==> src/rtl/console_line_arbiter.sv <==
// Round-robin, line-granular arbiter that merges per-core UART character streams onto one console channel.
// Optional "[n] " line prefix is compiled in with CONSOLE_PREFIX_EN.
module console_line_arbiter #(
    parameter int unsigned N_SRC        = 2,
    parameter int unsigned FIFO_DEPTH   = 8,
    parameter int unsigned LINE_TIMEOUT = 1024
) (
    input  logic                 clock,
    input  logic                 reset,
    input  logic [N_SRC-1:0]     src_valid,
    input  logic [8*N_SRC-1:0]   src_ch,
    output logic [N_SRC-1:0]     src_ready,
    output logic                 out_valid,
    output logic [7:0]           out_ch,
    input  logic                 out_ready,
    output logic [3:0]           grant_id,
    output logic [15:0]          drop_count
);
    localparam int unsigned SEL_W = (N_SRC > 1) ? $clog2(N_SRC) : 1;
    localparam int unsigned AW    = $clog2(FIFO_DEPTH);
    localparam int unsigned CW    = AW + 1;
    localparam int unsigned TW    = (LINE_TIMEOUT > 1) ? $clog2(LINE_TIMEOUT) : 1;
    localparam logic [7:0]  NEWLINE = 8'h0A;

`ifdef CONSOLE_PREFIX_EN
    typedef enum logic [1:0] {IDLE, STREAM, PREFIX} state_t;
`else
    typedef enum logic [0:0] {IDLE, STREAM} state_t;
`endif

    logic [7:0]       mem    [N_SRC][FIFO_DEPTH];
    logic [AW-1:0]    wr_ptr [N_SRC];
    logic [AW-1:0]    rd_ptr [N_SRC];
    logic [CW-1:0]    count  [N_SRC];
    logic [N_SRC-1:0] full, empty, push, pop, drop;

    state_t           state, state_nx;
    logic [SEL_W-1:0] sel, sel_nx, ptr, ptr_nx, next_src;
    logic [TW-1:0]    tcnt, tcnt_nx;
    logic [N_SRC-1:0] mid_line, mid_nx;
    logic [3:0]       grant_nx;
    logic             any_req, pop_c;
    logic [7:0]       head;
    logic [4:0]       drop_pop;
    logic [16:0]      drop_sum;
`ifdef CONSOLE_PREFIX_EN
    logic [1:0]       pfx_idx, pfx_nx;
    logic [7:0]       hex_ch;
`endif

    function automatic logic [SEL_W-1:0] wrap_idx(input logic [SEL_W-1:0] base, input int unsigned k);
        int unsigned s;
        s = 32'(base) + k;
        if (s >= N_SRC) s = s - N_SRC;
        return SEL_W'(s);
    endfunction

    // FIFO status and per-source push/drop decisions (pop never frees room the same cycle)
    always_comb begin
        drop_pop = '0;
        for (int i = 0; i < N_SRC; i++) begin
            full[i]  = (count[i] == CW'(FIFO_DEPTH));
            empty[i] = (count[i] == '0);
            push[i]  = src_valid[i] && !full[i];
            drop[i]  = src_valid[i] && full[i];
            drop_pop = drop_pop + 5'(drop[i]);
        end
    end

    always_comb begin
        for (int i = 0; i < N_SRC; i++) begin
            pop[i] = pop_c && (sel == SEL_W'(i));
        end
    end

    assign src_ready = ~full;
    assign head      = mem[sel][rd_ptr[sel]];
    assign drop_sum  = 17'(drop_count) + 17'(drop_pop);

    always_ff @(posedge clock) begin
        if (reset) begin
            for (int i = 0; i < N_SRC; i++) begin
                wr_ptr[i] <= '0;
                rd_ptr[i] <= '0;
                count[i]  <= '0;
            end
        end else begin
            for (int i = 0; i < N_SRC; i++) begin
                if (push[i]) wr_ptr[i] <= wr_ptr[i] + AW'(1);
                if (pop[i])  rd_ptr[i] <= rd_ptr[i] + AW'(1);
                if (push[i] && !pop[i])      count[i] <= count[i] + CW'(1);
                else if (!push[i] && pop[i]) count[i] <= count[i] - CW'(1);
            end
        end
    end

    always_ff @(posedge clock) begin
        for (int i = 0; i < N_SRC; i++) begin
            if (push[i]) mem[i][wr_ptr[i]] <= src_ch[8*i +: 8];
        end
    end

    // First non-empty source searching upward from ptr+1; lowest offset wins
    always_comb begin
        next_src = ptr;
        any_req  = 1'b0;
        for (int k = N_SRC; k >= 1; k--) begin
            if (!empty[wrap_idx(ptr, k)]) begin
                next_src = wrap_idx(ptr, k);
                any_req  = 1'b1;
            end
        end
    end

`ifdef CONSOLE_PREFIX_EN
    assign hex_ch = (sel < SEL_W'(10)) ? (8'h30 + 8'(sel)) : (8'h37 + 8'(sel));
`endif

    always_ff @(posedge clock) begin
        if (reset) begin
            state      <= IDLE;
            sel        <= '0;
            ptr        <= SEL_W'(N_SRC - 1);
            tcnt       <= '0;
            mid_line   <= '0;
            grant_id   <= '0;
            drop_count <= '0;
`ifdef CONSOLE_PREFIX_EN
            pfx_idx    <= '0;
`endif
        end else begin
            state      <= state_nx;
            sel        <= sel_nx;
            ptr        <= ptr_nx;
            tcnt       <= tcnt_nx;
            mid_line   <= mid_nx;
            grant_id   <= grant_nx;
            drop_count <= drop_sum[16] ? 16'hFFFF : drop_sum[15:0];
`ifdef CONSOLE_PREFIX_EN
            pfx_idx    <= pfx_nx;
`endif
        end
    end

    // Grant FSM; output path is combinational from the granted FIFO head
    always_comb begin
        state_nx  = state;
        sel_nx    = sel;
        ptr_nx    = ptr;
        tcnt_nx   = tcnt;
        mid_nx    = mid_line;
        grant_nx  = grant_id;
        out_valid = 1'b0;
        out_ch    = '0;
        pop_c     = 1'b0;
`ifdef CONSOLE_PREFIX_EN
        pfx_nx    = pfx_idx;
`endif
        case (state)
            IDLE: begin
                if (any_req) begin
                    sel_nx   = next_src;
                    ptr_nx   = next_src;
                    grant_nx = 4'(next_src);
                    tcnt_nx  = '0;
`ifdef CONSOLE_PREFIX_EN
                    pfx_nx   = '0;
                    state_nx = mid_line[next_src] ? STREAM : PREFIX;
`else
                    state_nx = STREAM;
`endif
                end
            end
            STREAM: begin
                out_valid = !empty[sel];
                out_ch    = out_valid ? head : '0;
                if (out_valid && out_ready) begin
                    pop_c   = 1'b1;
                    tcnt_nx = '0;
                    if (head == NEWLINE) begin
                        mid_nx[sel] = 1'b0;
                        state_nx    = IDLE;
                    end else begin
                        mid_nx[sel] = 1'b1;
                    end
                end else if (empty[sel]) begin
                    if (tcnt == TW'(LINE_TIMEOUT - 1)) begin
                        tcnt_nx  = '0;
                        state_nx = IDLE;
                    end else begin
                        tcnt_nx = tcnt + TW'(1);
                    end
                end
            end
`ifdef CONSOLE_PREFIX_EN
            PREFIX: begin
                out_valid = 1'b1;
                tcnt_nx   = '0;
                case (pfx_idx)
                    2'd0:    out_ch = 8'h5B;
                    2'd1:    out_ch = hex_ch;
                    2'd2:    out_ch = 8'h5D;
                    default: out_ch = 8'h20;
                endcase
                if (out_ready) begin
                    pfx_nx = pfx_idx + 2'd1;
                    if (pfx_idx == 2'd3) state_nx = STREAM;
                end
            end
`endif
            default: state_nx = IDLE;
        endcase
    end
endmodule

==> config.mk <==
export PLATFORM = sky130hd
export DESIGN_NAME = console_line_arbiter
export DESIGN_NICKNAME = d
export VERILOG_FILES = /design/src/rtl/console_line_arbiter.sv
export SDC_FILE = /design/constraint.sdc
export NUM_CORES = 1
export LEC_CHECK = 0
export CAP_MARGIN = 20
export CORE_UTILIZATION = 35
export CTS_BUF_LIST = sky130_fd_sc_hd__clkbuf_2
export DETAILED_ROUTE_END_ITERATION = 8
export GPL_ROUTABILITY_DRIVEN = 0
export SYNTH_ARGS = -nofsm -noshare
export SYNTH_HDL_FRONTEND = slang
export SYNTH_SLANG_ARGS = --single-unit
==> constraint.sdc <==
create_clock -name clock -period 3.45 [get_ports clock]
set_input_delay 0.69 -clock clock [delete_from_list [all_inputs] [get_ports clock]]
set_output_delay 0.69 -clock clock [all_outputs]
set_load 0.02 [all_outputs]
# Word-level counts from Yosys, hierarchy flattened
# Memories as Yosys holds them, arrays and structs flattened. A register that Yosys moved wholly into a read port is not among the register bits.
# Cells that the tools add are included.
word_totals:
  output_inout_bits: 31
  n_memories: 4
  latchBits: 0
  input_bits: 21
  mem_bits_rw: 148
  ff_bits: 29
  mem_bits_ro: 0
op_classes:
  n_addsub: 15
  shift: 0
  reduce_logical: 24
  n_bitwise: 14
  mul: 0
  n_eq_ne: 6
  magnitude_cmp: 10
  div: 0
  muxes: 78
memory_table:
  columns: ["memory", "words", "word_bits", "read_ports", "rd_ports_with_merged_regs", "write_ports", "line", "rtl"]
  rows:
  - ["mem", 2, 64, 1, 1, 2, "31", "logic [7:0] mem [N_SRC][FIFO_DEPTH];"]
  - ["count", 2, 4, 2, 0, 2, "34", "logic [CW-1:0] count [N_SRC];"]
  - ["rd_ptr", 2, 3, 3, 1, 2, "33", "logic [AW-1:0] rd_ptr [N_SRC];"]
  - ["wr_ptr", 2, 3, 2, 0, 2, "32", "logic [AW-1:0] wr_ptr [N_SRC];"]
op_table:
  columns: ["operator", "count"]
  rows:
  - ["64-bit 2-to-1 mux", 2]
  - ["1-bit 2-to-1 mux", 52]
  - ["8-bit demux with 3-bit select", 2]
  - ["8-bit 2-to-1 mux", 6]
  - ["10-bit 2-to-1 mux", 4]
  - ["8-bit binary-select mux with 3-bit select", 1]
  - ["10-bit case mux with 2 select lines", 1]
  - ["16-bit by 2-bit adder with 17-bit output", 1]
  - ["16-bit 2-to-1 mux", 1]
  - ["4-bit 2-to-1 mux", 4]
  - ["1-bit logical AND", 13]
  - ["3-bit by 1-bit adder with 3-bit output (second input constant)", 4]
  - ["4-bit greater-or-equal comparator (second input constant)", 3]
  - ["3-bit 2-to-1 mux", 4]
  - ["3-bit inverter with 4-bit output", 3]
  - ["10-bit by 1-bit adder with 10-bit output (second input constant)", 1]
  - ["10-bit == test (second input constant)", 1]
  - ["4-bit by 1-bit adder with 4-bit output (second input constant)", 2]
  - ["4-bit == test (second input constant)", 2]
  - ["8-bit by 4-bit == test with 1-bit output (second input constant)", 1]
  - ["4-bit zero test", 2]
  - ["4-bit by 1-bit less-than comparator with 1-bit output (second input constant)", 2]
  - ["1-bit OR", 8]
  - ["4-bit by 1-bit subtractor with 4-bit output (second input constant)", 2]
  - ["14 further kinds", 25]

# Depth between registers and ports, before layout
# An unclocked memory read counts as a cell.
depth:
  ltp_word: 16
  ltp_mapped: 12
  ltp_nobuf: 12

# Worst setup path after synthesis
# Ideal clock, no wire load.
synth_path:
  path_kind: "register -> register"
  startpoint: "mem count[0][0] in the netlist's numbering"
  endpoint: "reg drop_count[14]"
  synth_period_minus_slack_ps: 2828
  t_required_ps: 3322
  setup_slack_ps: 622
  path_buffers: 0
  arrival_ps: 2701
  path_stages_with_launch: 12
  cell_sequence: "edfxtp_1 > nor3_1 > nand3_1 > fa_1 > inv_1 > ha_1 > nand3_1 > nor2_1 > nand4_1 > or4b_2 > o21ai_0 > nor2_1"
synth_rtl:
  columns: ["item", "line", "rtl"]
  rows:
  - ["start, declared", "34", null]
  - ["end signal, assigned", "138", "drop_count <= drop_sum[16] ? 16'hFFFF : drop_sum[15:0];"]
  - ["end, declared", "17", "output logic [15:0] drop_count"]

==> metrics.yaml <==
global_route:
  grt_util_met3_pct: 3.40
  met1_usage_pct: 19.6
  grt_busiest_layer: "met2"
  grt_pass1_wl_um: 26400
  grt_pass1_vias: 4999
  grt.total_usage_pct: 15.7
  grt_max_degree: 34
  use_met2_pct: 27.3
  grt_overflow: 0
  antenna_found_initial: 0
synthesis:
  synth-main-ff-cell: "edfxtp_1"
  async_flop_share_pct: 0
  ys_seq_elements: 178
  yosysSeqAreaShare_pct: 65.0
  avgSynthCellArea_um2: 13.9
  synth_top_area_share_pct: 57.2
  syn_area_mm2: 0.00777
  syn_inst: 560
  ys_top_cells_by_area: "edfxtp_1, dfxtp_1, mux2i_1"
  yosys_warnings: 0
  synth_enable_flop_cells: 148
  yosysTopAreaCell: "edfxtp_1"
  yosysUniqueCellTypes: 53
finish:
  finalNetCount: 689
  nFillCells: 1975
  final_common_cell: "edfxtp_1"
  antennaDiodeCount: 0
  drive_gt1_share_pct: 20.8
  area_delta_synth_final_pct: 19.0
  final_cell_mix: "edfxtp_1, buf_4, nor2_1, clkdlybuf4s50_1, mux2i_1"
power_and_ir_drop:
  leakage_nw: 3.15
  clkPwrFrac_pct: 19.6
  power_frac_comb_pct: 28.9
  switching_power_mw: 1.78
  p_int_mw: 3.49
  irDropWorstVdd_uv: 243
  power_frac_seq_pct: 51.6
  p_per_area_mw_per_mm2: 570
  power.total_mw: 5.26
  p_sw_share_pct: 33.8
drt:
  routed_wl_um: 17000
  drtIter0Drc: 309
  ant_nets: 0
  avgRoutedWirePerCell_um: 18.0
  vias: 4916
  vias_per_cell: 5.19
  route.detailed.drc: 0
  drtPass1Iterations: 5
floorplan:
  rows: 54
  die-area_mm2: 0.0228
  fp.dieH_um: 151
  fp.dieW_um: 151
  num_io_pins: 52
  fp.coreArea_mm2: 0.0218
  initial_core_util_pct: 35.6
setup_path:
  path_max_fanout: 5
  crit_path_max_incr_delay_ps: 510
  endpoint_kind: "primary output"
  timing.rr.start: "count[0][0]"
  endpoint: "out_ch[4]"
  r2r_cells: 12
  reg2reg_to: "drop_count[14]"
  cp-start-kind: "flip-flop"
  worstPathRequired_ps: 2760
  r2r_slack_ps: 360
  slowest_stage: "mux4_2"
  crit_path_start: "rd_ptr[1][0]"
  crit_arrival_ps: 2610
  path_class: "flip-flop to primary output"
  crit_chain: "buf_4, buf_12, mux4_2, mux2_4, a21oi_2, nor2_1, buf_2"
place:
  io_buffer_count: 48
  dp_hpwl_um: 11300
  pre_cts_ws_ps: 113
timing:
  period_share_pct: 95.7
  hold_viol_final: 0
  timing.fmax_mhz: 303
  relSlewSlack_pct: 54.8
  final.setup_skew_ps: 52.1
  finalSetupViolCount: 0
  setup_slack_ps: 148
  worst_pin_slew_ps: 673
  period_needed_ps: 3300
  slew_viol_final: 0
clocking:
  insertion_delay_ps: 770
  cts_root_buffer: "clkbuf_2"
  htree_num_levels: 4
  clock-sinks: 178
  numCtsBuffers: 17
  cts.path.max_buffers: 2
  holdBufCountCts: 0
  cts_tree: "built"
  path_clk_slew_ps: 260
flow_run:
  cap_violations: 0
run_status:
  status: "finished, final reports clean"
min_path:
  hp-class: "flip-flop to flip-flop"
-- worst min path at each step --
stage                       start       to  slack (ps)  cells after the start
after floorplan           tcnt[1]  tcnt[1]         450                      2
after global placement    tcnt[6]  tcnt[6]         460                      2
after detailed placement      ptr      ptr         480                      1
after CTS                 tcnt[1]  tcnt[1]         510                      2
after global routing      tcnt[1]  tcnt[1]         530                      2
final                     tcnt[1]  tcnt[1]         510                      2
-- stage by stage --
stage | setup TNS (ps) | hold slack, ps | cells | util (%) | instance area, µm²
after global routing | -13.6 | 533 | 948 | 42.3 | 9240
after detailed placement | 0 | 482 | 893 | 40.0 | 8730
after global placement | 0 | 463 | 893 | 40.0 | 8730
final | 0 | 507 | 948 | 42.3 | 9240
after CTS | 0 | 515 | 940 | 41.9 | 9140
after floorplan | 0 | 454 | 562 | - | 7770
-- flip-flops by register name, summed over array words and instances, names as in the netlist, named ones only --
signal and count:
state 1, wr_ptr 6, mem 128, ptr 1, count 8, rd_ptr 6, sel 1, drop_count 16
tcnt 10
-- cells in the mapped netlist (3+ instances only) --
master,n
a211oi_1,5
a21oi_1,25
and2_1,4
and3_1,4
buf_1,3
buf_2,10
buf_4,6
clkbuf_1,9
dfxtp_1,30
edfxtp_1,148
ha_1,11
inv_1,13
mux2i_1,40
mux4_2,16
nand2_1,29
nand2b_1,8
nand3_1,14
nand3b_1,3
nand4_1,7
nor2_1,43
nor3_1,19
nor3b_1,7
nor4_1,7
o21ai_0,10
o22ai_1,13
or2_2,4
or3_1,6
or3b_2,4
xnor2_1,15
xor2_1,11
-- metal layers --
| layer | vias up | part of all wire [%] |
|---|---|---|
| li1 | 2318 | - |
| met1 | 2423 | 42 |
| met2 | 157 | 51 |
| met3 | 18 | 5.6 |
| met4 | 0 | 1.1 |
| met5 | - | 0 |
-- logic make-up after synthesis --
group / after synthesis / synth area share [%]
buf+inv: 41 / 2.43
compound gates: 75 / 6.04
fa+ha+maj: 13 / 2.29
other cells: 1 / 0.0483
mux: 58 / 10.1
simple gates: 168 / 11.2
xor+xnor: 26 / 2.93
flops: 178 / 65.0
-- power by group through the flow --
stage / Sequential (mW) / Clock (mW) / Combinational (mW)
floorplan: 2.71 / 0 / 0.890
global placement: 2.75 / 0 / 1.30
detailed placement: 2.77 / 0 / 1.34
CTS: 2.72 / 1.07 / 1.44
global route: 2.74 / 1.15 / 1.66
finish: 2.71 / 1.03 / 1.52
-- critical path, delay by kind of cell, from the launching register on --
kind | cells | cell delay, ps
DFF | 1 | 450
buffers and inverters | 3 | 430
and+or+nand+nor | 1 | 60
AOI/OAI and AO/OA | 1 | 140
muxes | 2 | 800
-- cell type report --
cell class / instances / area, µm² / area share [%]
tap: 280 / 350 / 3.79
inverter: 13 / 48.8 / 0.528
timing repair buffer: 102 / 926 / 10.0
multi-input combinational: 343 / 2640 / 28.5
clock inverter: 15 / 148 / 1.60
sequential: 178 / 5050 / 54.6
clock buffer: 17 / 85.1 / 0.921
-- repair_timing --
item | 4_1_cts | 5_1_grt
pin swaps | 3 | 2
cloned | 3 | 0
gates resized for setup | 58 | 8
setup endpoints to repair | 9 | 9
buffers inserted | 12 | 8
(Power assumes the default switching activity.)
